===== config.mk =====
export PLATFORM = sky130hd
export DESIGN_NAME = sdram_arbiter_flat
export DESIGN_NICKNAME = d
export VERILOG_FILES = /design/src/rtl/sdram_arb_pkg.sv /design/src/rtl/sdram_arb_if.sv /design/src/rtl/sdram_arbiter_rr_pick.sv /design/src/rtl/sdram_arbiter.sv /design/src/flat_wrapper.sv
export SDC_FILE = /design/constraint.sdc
export NUM_CORES = 1
export LEC_CHECK = 0
export ABC_AREA = 0
export CAP_MARGIN = 20
export CELL_PAD_IN_SITES_DETAIL_PLACEMENT = 0
export CELL_PAD_IN_SITES_GLOBAL_PLACEMENT = 1
export CORE_ASPECT_RATIO = 1.2
export CORE_MARGIN = 8
export CORE_UTILIZATION = 45
export DETAILED_ROUTE_END_ITERATION = 8
export DONT_BUFFER_PORTS = 1
export GPL_TIMING_DRIVEN = 0
export PLACE_DENSITY_LB_ADDON = 0.1
export SLEW_MARGIN = 0
export SYNTH_ARGS = -nofsm -noshare
export SYNTH_HDL_FRONTEND = slang
export SYNTH_SLANG_ARGS = --single-unit

===== constraint.sdc =====
create_clock -name i_clk -period 6.7 [get_ports i_clk]
set_clock_uncertainty 0.05 [all_clocks]
set_input_delay 1.675 -clock i_clk [delete_from_list [all_inputs] [get_ports i_clk]]
set_output_delay 1.675 -clock i_clk [all_outputs]
set_load 0.005 [all_outputs]

===== src/rtl/sdram_arb_pkg.sv =====
// Shared types and defaults for the SDRAM round-robin arbiter.
package sdram_arb_pkg;

  localparam int ADDR_W_DEF = 23;
  localparam int DATA_W_DEF = 16;

  typedef enum logic [1:0] {
    ST_IDLE    = 2'd0,
    ST_BUSY    = 2'd1,
    ST_RELEASE = 2'd2
  } state_t;

endpackage


===== src/rtl/sdram_arb_if.sv =====
// Requester-side and access-core-side signal bundle of the SDRAM arbiter.
// Handshake: a requester raises read/write with addr/writedata stable and holds them until its done bit pulses; readdata is valid with done. Toward the core, read/write stay high and stable until finished pulses for one cycle.
interface sdram_arb_if import sdram_arb_pkg::*; #(
    parameter int NUM_REQ = 3,
    parameter int ADDR_W  = ADDR_W_DEF,
    parameter int DATA_W  = DATA_W_DEF
) ();
    logic [NUM_REQ*ADDR_W-1:0] req_addr;
    logic [NUM_REQ-1:0]        req_read;
    logic [NUM_REQ-1:0]        req_write;
    logic [NUM_REQ*DATA_W-1:0] req_writedata;
    logic [DATA_W-1:0]         req_readdata;
    logic [NUM_REQ-1:0]        req_done;
    logic [NUM_REQ-1:0]        grant;
    logic [ADDR_W-1:0]         sdram_addr;
    logic                      sdram_read;
    logic                      sdram_write;
    logic [DATA_W-1:0]         sdram_writedata;
    logic [DATA_W-1:0]         sdram_readdata;
    logic                      sdram_finished;

    modport slave (
        input  req_addr, req_read, req_write, req_writedata, sdram_readdata, sdram_finished,
        output req_readdata, req_done, grant, sdram_addr, sdram_read, sdram_write, sdram_writedata
    );

    modport master (
        output req_addr, req_read, req_write, req_writedata, sdram_readdata, sdram_finished,
        input  req_readdata, req_done, grant, sdram_addr, sdram_read, sdram_write, sdram_writedata
    );
endinterface


===== src/rtl/sdram_arbiter_rr_pick.sv =====
// Combinational round-robin picker: first pending bit after ptr, wrapping modulo N.
module rr_pick #(
    parameter int N  = 3,
    parameter int IW = $clog2(N)
) (
    input  logic [N-1:0]  pend,
    input  logic [IW-1:0] ptr,
    output logic [N-1:0]  win_oh,
    output logic [IW-1:0] win_idx,
    output logic          valid
);
    logic [IW-1:0] cand;

    always_comb begin
        win_oh  = '0;
        win_idx = '0;
        valid   = 1'b0;
        cand    = '0;
        for (int i = 1; i <= N; i++) begin
            cand = IW'((int'(ptr) + i) % N);
            if (!valid && pend[cand]) begin
                valid         = 1'b1;
                win_idx       = cand;
                win_oh[cand]  = 1'b1;
            end
        end
    end
endmodule


===== src/rtl/sdram_arbiter.sv =====
// Round-robin arbiter sharing one SDRAM access core among NUM_REQ requesters.
// Optional SDRAM_ARB_PRIO0_EN gives requester 0 strict priority over the round robin.
module sdram_arbiter import sdram_arb_pkg::*; #(
    parameter int NUM_REQ = 3,
    parameter int ADDR_W  = ADDR_W_DEF,
    parameter int DATA_W  = DATA_W_DEF
) (
    input  logic         i_clk,
    input  logic         i_rst,
    sdram_arb_if.slave   bus,
    output state_t       fsm_state
);
    localparam int IDX_W = $clog2(NUM_REQ);

    state_t              state_q, state_d;
    logic [ADDR_W-1:0]   addr_q, addr_d;
    logic [DATA_W-1:0]   wdata_q, wdata_d;
    logic [DATA_W-1:0]   rdata_q, rdata_d;
    logic                rd_q, rd_d, wr_q, wr_d;
    logic [NUM_REQ-1:0]  grant_q, grant_d;
    logic [NUM_REQ-1:0]  done_q, done_d;
    logic [IDX_W-1:0]    ptr_q, ptr_d;

    logic [NUM_REQ-1:0]  pend, rr_pend, rr_oh, win_oh;
    logic [IDX_W-1:0]    rr_idx, win_idx;
    logic                rr_valid, win_valid, win_upd;

    assign pend = bus.req_read | bus.req_write;

`ifdef SDRAM_ARB_PRIO0_EN
    // Requester 0 bypasses the pointer; the others rotate among themselves.
    assign rr_pend = {pend[NUM_REQ-1:1], 1'b0};
    always_comb begin
        win_oh    = rr_oh;
        win_idx   = rr_idx;
        win_valid = rr_valid;
        win_upd   = 1'b1;
        if (pend[0]) begin
            win_oh    = NUM_REQ'(1);
            win_idx   = '0;
            win_valid = 1'b1;
            win_upd   = 1'b0;
        end
    end
`else
    assign rr_pend   = pend;
    assign win_oh    = rr_oh;
    assign win_idx   = rr_idx;
    assign win_valid = rr_valid;
    assign win_upd   = 1'b1;
`endif

    rr_pick #(.N(NUM_REQ), .IW(IDX_W)) u_pick (
        .pend    (rr_pend),
        .ptr     (ptr_q),
        .win_oh  (rr_oh),
        .win_idx (rr_idx),
        .valid   (rr_valid)
    );

    always_ff @(posedge i_clk or posedge i_rst) begin
        if (i_rst) begin
            state_q <= ST_IDLE;
            addr_q  <= '0;
            wdata_q <= '0;
            rdata_q <= '0;
            rd_q    <= 1'b0;
            wr_q    <= 1'b0;
            grant_q <= '0;
            done_q  <= '0;
            ptr_q   <= IDX_W'(NUM_REQ - 1);
        end else begin
            state_q <= state_d;
            addr_q  <= addr_d;
            wdata_q <= wdata_d;
            rdata_q <= rdata_d;
            rd_q    <= rd_d;
            wr_q    <= wr_d;
            grant_q <= grant_d;
            done_q  <= done_d;
            ptr_q   <= ptr_d;
        end
    end

    always_comb begin
        state_d = state_q;
        addr_d  = addr_q;
        wdata_d = wdata_q;
        rdata_d = rdata_q;
        rd_d    = rd_q;
        wr_d    = wr_q;
        grant_d = grant_q;
        done_d  = '0;
        ptr_d   = ptr_q;
        unique case (state_q)
            ST_IDLE: begin
                if (win_valid) begin
                    addr_d  = bus.req_addr[int'(win_idx)*ADDR_W +: ADDR_W];
                    wdata_d = bus.req_writedata[int'(win_idx)*DATA_W +: DATA_W];
                    wr_d    = bus.req_write[win_idx];
                    rd_d    = bus.req_read[win_idx] & ~bus.req_write[win_idx];
                    grant_d = win_oh;
                    if (win_upd) ptr_d = win_idx;
                    state_d = ST_BUSY;
                end
            end
            ST_BUSY: begin
                if (bus.sdram_finished) begin
                    rd_d    = 1'b0;
                    wr_d    = 1'b0;
                    if (rd_q) rdata_d = bus.sdram_readdata;
                    done_d  = grant_q;
                    grant_d = '0;
                    state_d = ST_RELEASE;
                end
            end
            // The winner may still hold its request here, so nothing is sampled.
            ST_RELEASE: state_d = ST_IDLE;
            default:    state_d = ST_IDLE;
        endcase
    end

    assign bus.req_readdata    = rdata_q;
    assign bus.req_done        = done_q;
    assign bus.grant           = grant_q;
    assign bus.sdram_addr      = addr_q;
    assign bus.sdram_read      = rd_q;
    assign bus.sdram_write     = wr_q;
    assign bus.sdram_writedata = wdata_q;
    assign fsm_state           = state_q;
endmodule

===== src/flat_wrapper.sv =====
// flat-port wrapper written by rule: the top's interface ports become plain ports
module sdram_arbiter_flat import sdram_arb_pkg::*;
#(
    parameter int NUM_REQ = 3,
    parameter int ADDR_W  = ADDR_W_DEF,
    parameter int DATA_W  = DATA_W_DEF
)
  (i_clk, i_rst, fsm_state, bus_req_addr, bus_req_read, bus_req_write, bus_req_writedata, bus_sdram_readdata, bus_sdram_finished, bus_req_readdata, bus_req_done, bus_grant, bus_sdram_addr, bus_sdram_read, bus_sdram_write, bus_sdram_writedata);
  sdram_arb_if #(.NUM_REQ(NUM_REQ), .ADDR_W(ADDR_W), .DATA_W(DATA_W)) bus_i ();
  input  logic i_clk;
  input  logic i_rst;
  output state_t fsm_state;
  input wire logic [$bits(bus_i.req_addr)-1:0] bus_req_addr;
  input wire logic [$bits(bus_i.req_read)-1:0] bus_req_read;
  input wire logic [$bits(bus_i.req_write)-1:0] bus_req_write;
  input wire logic [$bits(bus_i.req_writedata)-1:0] bus_req_writedata;
  input wire logic [$bits(bus_i.sdram_readdata)-1:0] bus_sdram_readdata;
  input wire logic [$bits(bus_i.sdram_finished)-1:0] bus_sdram_finished;
  output wire logic [$bits(bus_i.req_readdata)-1:0] bus_req_readdata;
  output wire logic [$bits(bus_i.req_done)-1:0] bus_req_done;
  output wire logic [$bits(bus_i.grant)-1:0] bus_grant;
  output wire logic [$bits(bus_i.sdram_addr)-1:0] bus_sdram_addr;
  output wire logic [$bits(bus_i.sdram_read)-1:0] bus_sdram_read;
  output wire logic [$bits(bus_i.sdram_write)-1:0] bus_sdram_write;
  output wire logic [$bits(bus_i.sdram_writedata)-1:0] bus_sdram_writedata;
  assign bus_i.req_addr = bus_req_addr;
  assign bus_i.req_read = bus_req_read;
  assign bus_i.req_write = bus_req_write;
  assign bus_i.req_writedata = bus_req_writedata;
  assign bus_i.sdram_readdata = bus_sdram_readdata;
  assign bus_i.sdram_finished = bus_sdram_finished;
  assign bus_req_readdata = bus_i.req_readdata;
  assign bus_req_done = bus_i.req_done;
  assign bus_grant = bus_i.grant;
  assign bus_sdram_addr = bus_i.sdram_addr;
  assign bus_sdram_read = bus_i.sdram_read;
  assign bus_sdram_write = bus_i.sdram_write;
  assign bus_sdram_writedata = bus_i.sdram_writedata;
  sdram_arbiter #(.NUM_REQ(NUM_REQ), .ADDR_W(ADDR_W), .DATA_W(DATA_W)) u_core (.i_clk(i_clk), .i_rst(i_rst), .bus(bus_i), .fsm_state(fsm_state));
endmodule

=== After elaboration in Yosys (flattened, before gate mapping) ===
Index checks and enable logic that the tools add are counted.

* Latch bits: 0
* Memories kept: 0
* Bits in writable memories: 0
* Input port bits: 142
* Bits in read-only memories: 0
* Word-level logic and storage cells: 84
* Flip-flop bits (word level): 67

* Reductions and logical operators: 13
* Bitwise gates (word level): 5
* Div/mod/pow operators: 3
* $lt $le $gt $ge: 7
* Shifts and indexed selects: 2
* Add/sub/neg operators: 3
* Multiply operators: 1
* Mux-type cells: 38
* Equal/unequal tests: 3

{| class="wikitable"
|+ Operators with widths
! operator !! count
|-
| $mod A32 B3 Y32 const B || 3
|-
| $shiftx A69 B32 Y23 || 1
|-
| $shiftx A48 B7 Y16 || 1
|-
| $mux W3 || 7
|-
| $mux W1 || 14
|-
| $lt A2 B3 Y1 const B || 4
|-
| $bmux W1 S2 || 5
|-
| $mux W2 || 5
|-
| $or A3 B3 Y3 || 3
|-
| $mul A2 B5 Y7 const B || 1
|-
| $add A2 B2 Y3 const B || 2
|-
| $demux W1 S2 || 3
|-
| $ge A2 B1 Y1 const B || 3
|-
| $pmux W3 S2 || 1
|-
| $reduce_and A3 Y1 || 2
|-
| $logic_and A1 B1 Y1 || 5
|-
| $pmux W1 S2 || 2
|-
| $pmux W2 S2 || 1
|-
| $reduce_and A2 Y1 || 2
|-
| $add A2 B1 Y3 const B || 1
|-
| $eq A2 B1 Y1 const B || 1
|-
| $logic_not A1 Y1 || 2
|-
| $logic_not A2 Y1 || 1
|-
| $ne A2 B1 Y1 const B || 1
|-
| other kinds (4) || 4
|}

=== Depth between registers and ports, before layout ===
* Depth in word-level cells: 17
* Depth in mapped cells: 11
* Depth with buffers taken out: 8

=== Hierarchy ===
From an unflattened synthesis, not the netlist that was laid out.

* Cell total of the unflattened synthesis: 334
* Area total of the unflattened synthesis: 3633.5 um^2

{| class="wikitable"
|+ Modules (own cells, without submodules)
! module !! area an instance (um^2) !! cells an instance !! instances
|-
| sdram_arbiter || 3335.7 || 293 || 1
|-
| rr_pick || 297.8 || 41 || 1
|}

=== Least setup slack after synthesis ===
OpenSTA, ideal clock, no wires.

* Kind: in2reg
* Start point: input bus_req_read[2]
* End point: register u_core.wr_q, in the netlist u_core.bus.sdram_write
* Path buffers: 2
* Cell stages on the path: 7
* Setup slack: 3.435 ns
* Required time: 6.521 ns
* Arrival time: 3.086 ns
* Path through: o21ai_0 > a21oi_1 > o41ai_1 > or2_1 > buf_2 > buf_6 > o211ai_2

* Word-level cells in the longest chain between the ends: 14

{| class="wikitable"
|+ Ends and longest elaborated chain
! item !! RTL line !! text
|-
| start: declaration || flat_wrapper.sv:14 || <nowiki>input wire logic [$bits(bus_i.req_read)-1:0] bus_req_read;</nowiki>
|-
| $or A3 B3 Y3 * || sdram_arbiter.sv:28 || <nowiki>assign pend = bus.req_read | bus.req_write;</nowiki>
|-
| $bmux W1 S2 || sdram_arbiter_rr_pick.sv:21 || <nowiki>if (!valid && pend[cand]) begin</nowiki>
|-
| $mux W1 (implied by the code) || sdram_arbiter_rr_pick.sv:21 ||
|-
| $mux W1 || sdram_arbiter_rr_pick.sv:21 ||
|-
| $logic_not A1 Y1 || sdram_arbiter_rr_pick.sv:21 ||
|-
| $logic_and A1 B1 Y1 || sdram_arbiter_rr_pick.sv:21 ||
|-
| $mux W1 || sdram_arbiter_rr_pick.sv:21 ||
|-
| $logic_not A1 Y1 || sdram_arbiter_rr_pick.sv:21 ||
|-
| $logic_and A1 B1 Y1 || sdram_arbiter_rr_pick.sv:21 ||
|-
| $mux W2 || sdram_arbiter_rr_pick.sv:21 ||
|-
| $bmux W1 S2 || sdram_arbiter.sv:100 || <nowiki>wr_d = bus.req_write[win_idx];</nowiki>
|-
| $mux W1 (implied by the code) || sdram_arbiter.sv:100 ||
|-
| $mux W1 || sdram_arbiter.sv:97 || <nowiki>if (win_valid) begin</nowiki>
|-
| $pmux W1 S2 || sdram_arbiter.sv:95 || <nowiki>unique case (state_q)</nowiki>
|-
| end signal: assignment || sdram_arbiter.sv:78 || <nowiki>wr_q <= wr_d;</nowiki>
|-
| end: declaration || sdram_arbiter.sv:19 || <nowiki>logic rd_q, rd_d, wr_q, wr_d;</nowiki>
|}

Every way passes the cells marked *; elsewhere a longest branch is shown, timed or not. The select of a mux whose other input is x is not followed.
A chain may end at the register's enable or synchronous reset.

=== Worst setup path in the final report ===
* Start point: input bus_req_write[1]
* End point: register u_core.addr_q[18], in the netlist u_core.bus.sdram_addr[18]

* Word-level cells in the longest chain between the ends: 12

{| class="wikitable"
|+ Ends and longest elaborated chain
! item !! RTL line !! text
|-
| start: declaration || flat_wrapper.sv:15 || <nowiki>input wire logic [$bits(bus_i.req_write)-1:0] bus_req_write;</nowiki>
|-
| $or A3 B3 Y3 * || sdram_arbiter.sv:28 ||
|-
| $bmux W1 S2 || sdram_arbiter_rr_pick.sv:21 ||
|-
| $mux W1 (implied by the code) || sdram_arbiter_rr_pick.sv:21 ||
|-
| $mux W1 || sdram_arbiter_rr_pick.sv:21 ||
|-
| $logic_not A1 Y1 || sdram_arbiter_rr_pick.sv:21 ||
|-
| $logic_and A1 B1 Y1 || sdram_arbiter_rr_pick.sv:21 ||
|-
| $mux W1 || sdram_arbiter_rr_pick.sv:21 ||
|-
| $logic_not A1 Y1 || sdram_arbiter_rr_pick.sv:21 ||
|-
| $logic_and A1 B1 Y1 || sdram_arbiter_rr_pick.sv:21 ||
|-
| $mux W2 || sdram_arbiter_rr_pick.sv:21 ||
|-
| $mul A2 B5 Y7 || sdram_arbiter.sv:98 || <nowiki>addr_d = bus.req_addr[int'(win_idx)*ADDR_W +: ADDR_W];</nowiki>
|-
| $shiftx A69 B32 Y23 || sdram_arbiter.sv:98 ||
|-
| end signal: assignment || sdram_arbiter.sv:74 || <nowiki>addr_q <= addr_d;</nowiki>
|-
| end: declaration || sdram_arbiter.sv:16 || <nowiki>logic [ADDR_W-1:0] addr_q, addr_d;</nowiki>
|}

Marks and branches as above.

==> results.toml <==
[outcome]
outcome = "finished, final reports clean"

[die]
core_area_mm2 = 0.00811
ios = 207
dieArea_mm2 = 0.0115
fp.dieW_um = 99.3
start_util = 0.462
die-height_um = 116
row_count = 36

[critical_path]
endpoint = "u_core.bus.sdram_addr[18]$_DFFE_PP0P_"
cp_max_fo = 10
startpoint_type = "input port"
crit_path_end_kind = "register"
crit_chain = "o21ai_1 -> a21oi_1 -> o41ai_1 -> or2_1 -> buf_2 -> buf_6 -> o211ai_2"
slowest_delay_ns = 0.89
ff2ff_path_depth = 9
reg2reg_slack_ns = 3.70
critPathSlowestCell = "o41ai_1"
crit_family = "compound AO/OA/AOI/OAI gates"
cp.required_ns = 6.87
criticalPathCategory = "input port to register"
reg2reg_from = "u_core.ptr_q[0]$_DFFE_PP0P_"
crit_buf_inv = 2
critical_path_depth = 7
arrival_ns = 3.61
worstReg2RegEnd = "u_core.bus.sdram_writedata[9]$_DFFE_PP0P_"
crit_start = "bus_req_write[1]"

[final_layout]
diodes = 0
nets = 497
drive_gt1_frac = 0.272
area_delta_synth_final_pct = 8.02
fillers = 773
mostFrequentLayoutCells = "66 x dfrtp_1, 44 x nand2_1, 43 x nand3_1"
final_common_cell = "dfrtp_1"
finalNonFillerCells = 451

[logic_synthesis]
syn-num-nets = 486
synth_top_area_share = 0.441
synth.distinct_cells = 41
synth_seq_area_share = 0.448
syn_area_mm2 = 0.00375
yosysWarnings = 0
syn_area_per_cell_um2 = 11.0
synth_seq_cells = 67
ys.flop_type = "dfrtp_1"
synth_top_area_cell = "dfrtp_1"
synth-edff-count = 0
ys_async_sr_fraction = 1.00
yosys-top-cells-area = "dfrtp_1 44%, o211ai_2 13%, mux2i_1 11%"
synthCells = 340

[clock_network]
cts_resized = 0
cts_tree = "done"
clock_path_buffers = 2
cts_root_buf = "clkbuf_8"
post_cts_buffers = 0
cts_inserted_buffers = 9
cts_hold_buffers = 0
htree_num_levels = 3
clk-insertion-delay-late_ns = 0.34
cts_sinks = 67
clk_pin_slew_worst_paths_ns = 0.07

[sta]
finalSetupViolCount = 0
tightest_slew_ns = 0.966
period_share = 0.514
slew_headroom = 0.347
fmax_mhz = 291
slew_viol_final = 0
hold_viol = 0
finalCriticalPeriod_ns = 3.44
finalSetupTns_ns = 0
rsz0062_at_grt = "false"

[routing]
wl_per_cell_um = 24.1
met1_length_um = 4200
top_layer_used = "met4"
routed-wl-met3_um = 1210
met2WireLength_um = 5310
vias_per_cell = 6.06
drc_errors = 0
antenna_left = 0
wirelength_um = 10800
drt_iter0_drc = 103
num_vias = 2735
dr.pass1.iters = 4

[place]
dp.cells = 435
place.detailed.hpwl_um = 8410
routabilityCongestion = 0.848
port_buffers = 0

[pwr]
power.density_mw_per_mm2 = 642
ir_worst_vdd_mv = 0.332
p_leak_nw = 1.89

[global_route]
grt_pass1_wl_um = 16700
first_global_vias = 3008
grt.overflow.total = 0
antenna_found_initial = 0
grt_usage = 0.186
grt_max_degree = 68

[run]
max_cap_violations = 0

[worst_hold_path]
hold_class = "register to register"
[per-stage QoR]
stage               worst slack [ns]  cell area (um^2)   util  hold WS (ns)  power, mW
floorplan                       3.29              3750      -         0.433       1.98
global placement                2.41              3860  0.477         0.459       2.31
detailed placement              2.79              3870  0.477         0.460       2.34
CTS                             3.15              4050  0.499         0.487       2.65
global route                    3.09              4050  0.499         0.499       2.82
finish                          3.26              4050  0.499         0.472       2.60
[sequential cells by signal, summed over array words and instances, names as in the netlist]
| register | cells |
|---|---|
| u_core.ptr_q | 2 |
| u_core.bus.req_readdata | 16 |
| u_core.bus.sdram_write | 1 |
| u_core.fsm_state | 2 |
| u_core.bus.grant | 3 |
| u_core.bus.sdram_read | 1 |
| u_core.bus.req_done | 3 |
| u_core.bus.sdram_addr | 23 |
| u_core.bus.sdram_writedata | 16 |
[cell usage after synthesis, types with 3 or more instances]
library cell and n:
buf_4 4, o21ai_0 8, a21oi_1 6, dfrtp_1 66, inv_1 5, ha_1 4, mux2_2 16, nand2b_1 3
buf_2 5, o211ai_2 40, clkbuf_1 9, nand2_1 44, buf_6 4, and2_1 3, mux2i_1 42, nor2_1 9
nand3_1 43
[kinds of logic (layout without fill, tap and decap cells)]
logic type                 count (synthesis)  after routing  synth area share
muxes                                     58             58             0.160
and+or+nand+nor                          110            110             0.139
AOI/OAI and AO/OA                         70             70             0.193
adders and majority gates                  4              4            0.0134
DFF                                       67             67             0.448
buffers and inverters                     31             47            0.0458
[per-layer routing]
metal  GRT usage  up-vias
met3      0.0805       11
met1       0.204     1322
met4      0.0647        0
met2       0.313      145
met5           0        -
li1            -     1257
[how the worst min path moves through the flow]
stage | from | to | slack (ns) | cells past startpoint
final | u_core.bus.sdram_addr[1]$_DFFE_PP0P_ | u_core.bus.sdram_addr[1]$_DFFE_PP0P_ | 0.47 | 2
after global routing | u_core.bus.sdram_addr[15]$_DFFE_PP0P_ | u_core.bus.sdram_addr[15]$_DFFE_PP0P_ | 0.50 | 2
after CTS | u_core.bus.sdram_addr[15]$_DFFE_PP0P_ | u_core.bus.sdram_addr[15]$_DFFE_PP0P_ | 0.49 | 2
after detailed placement | u_core.bus.sdram_addr[15]$_DFFE_PP0P_ | u_core.bus.sdram_addr[15]$_DFFE_PP0P_ | 0.46 | 2
after global placement | u_core.bus.sdram_addr[22]$_DFFE_PP0P_ | u_core.bus.sdram_addr[22]$_DFFE_PP0P_ | 0.46 | 2
after floorplan | u_core.bus.sdram_addr[0]$_DFFE_PP0P_ | u_core.bus.sdram_addr[0]$_DFFE_PP0P_ | 0.43 | 2
[final cells by class]
class	instances	area, um^2	area share
buffer	25	149	0.0368
clock buffer	10	138	0.0340
clock inverter	6	41.3	0.0102
inverter	6	25.0	0.00618
multi-input combinational	242	1900	0.469
sequential	67	1680	0.415
tap	95	119	0.0294
[worst register-to-register path, delay by kind of cell, from the launching register on]
kind | cells | cell delay (ns)
compound gates | 4 | 1.25
fa+ha+maj | 1 | 0.42
buf+inv | 2 | 0.51
flops | 1 | 0.39
simple gates | 2 | 0.29
[where the power goes]
| part | switching [mW] | internal [mW] |
|---|---|---|
| clock network | 0.162 | 0.143 |
| logic | 0.866 | 0.638 |
| registers | 0.173 | 0.616 |
| total | 1.20 | 1.40 |
Note: power is estimated with default switching activity, not from simulation.
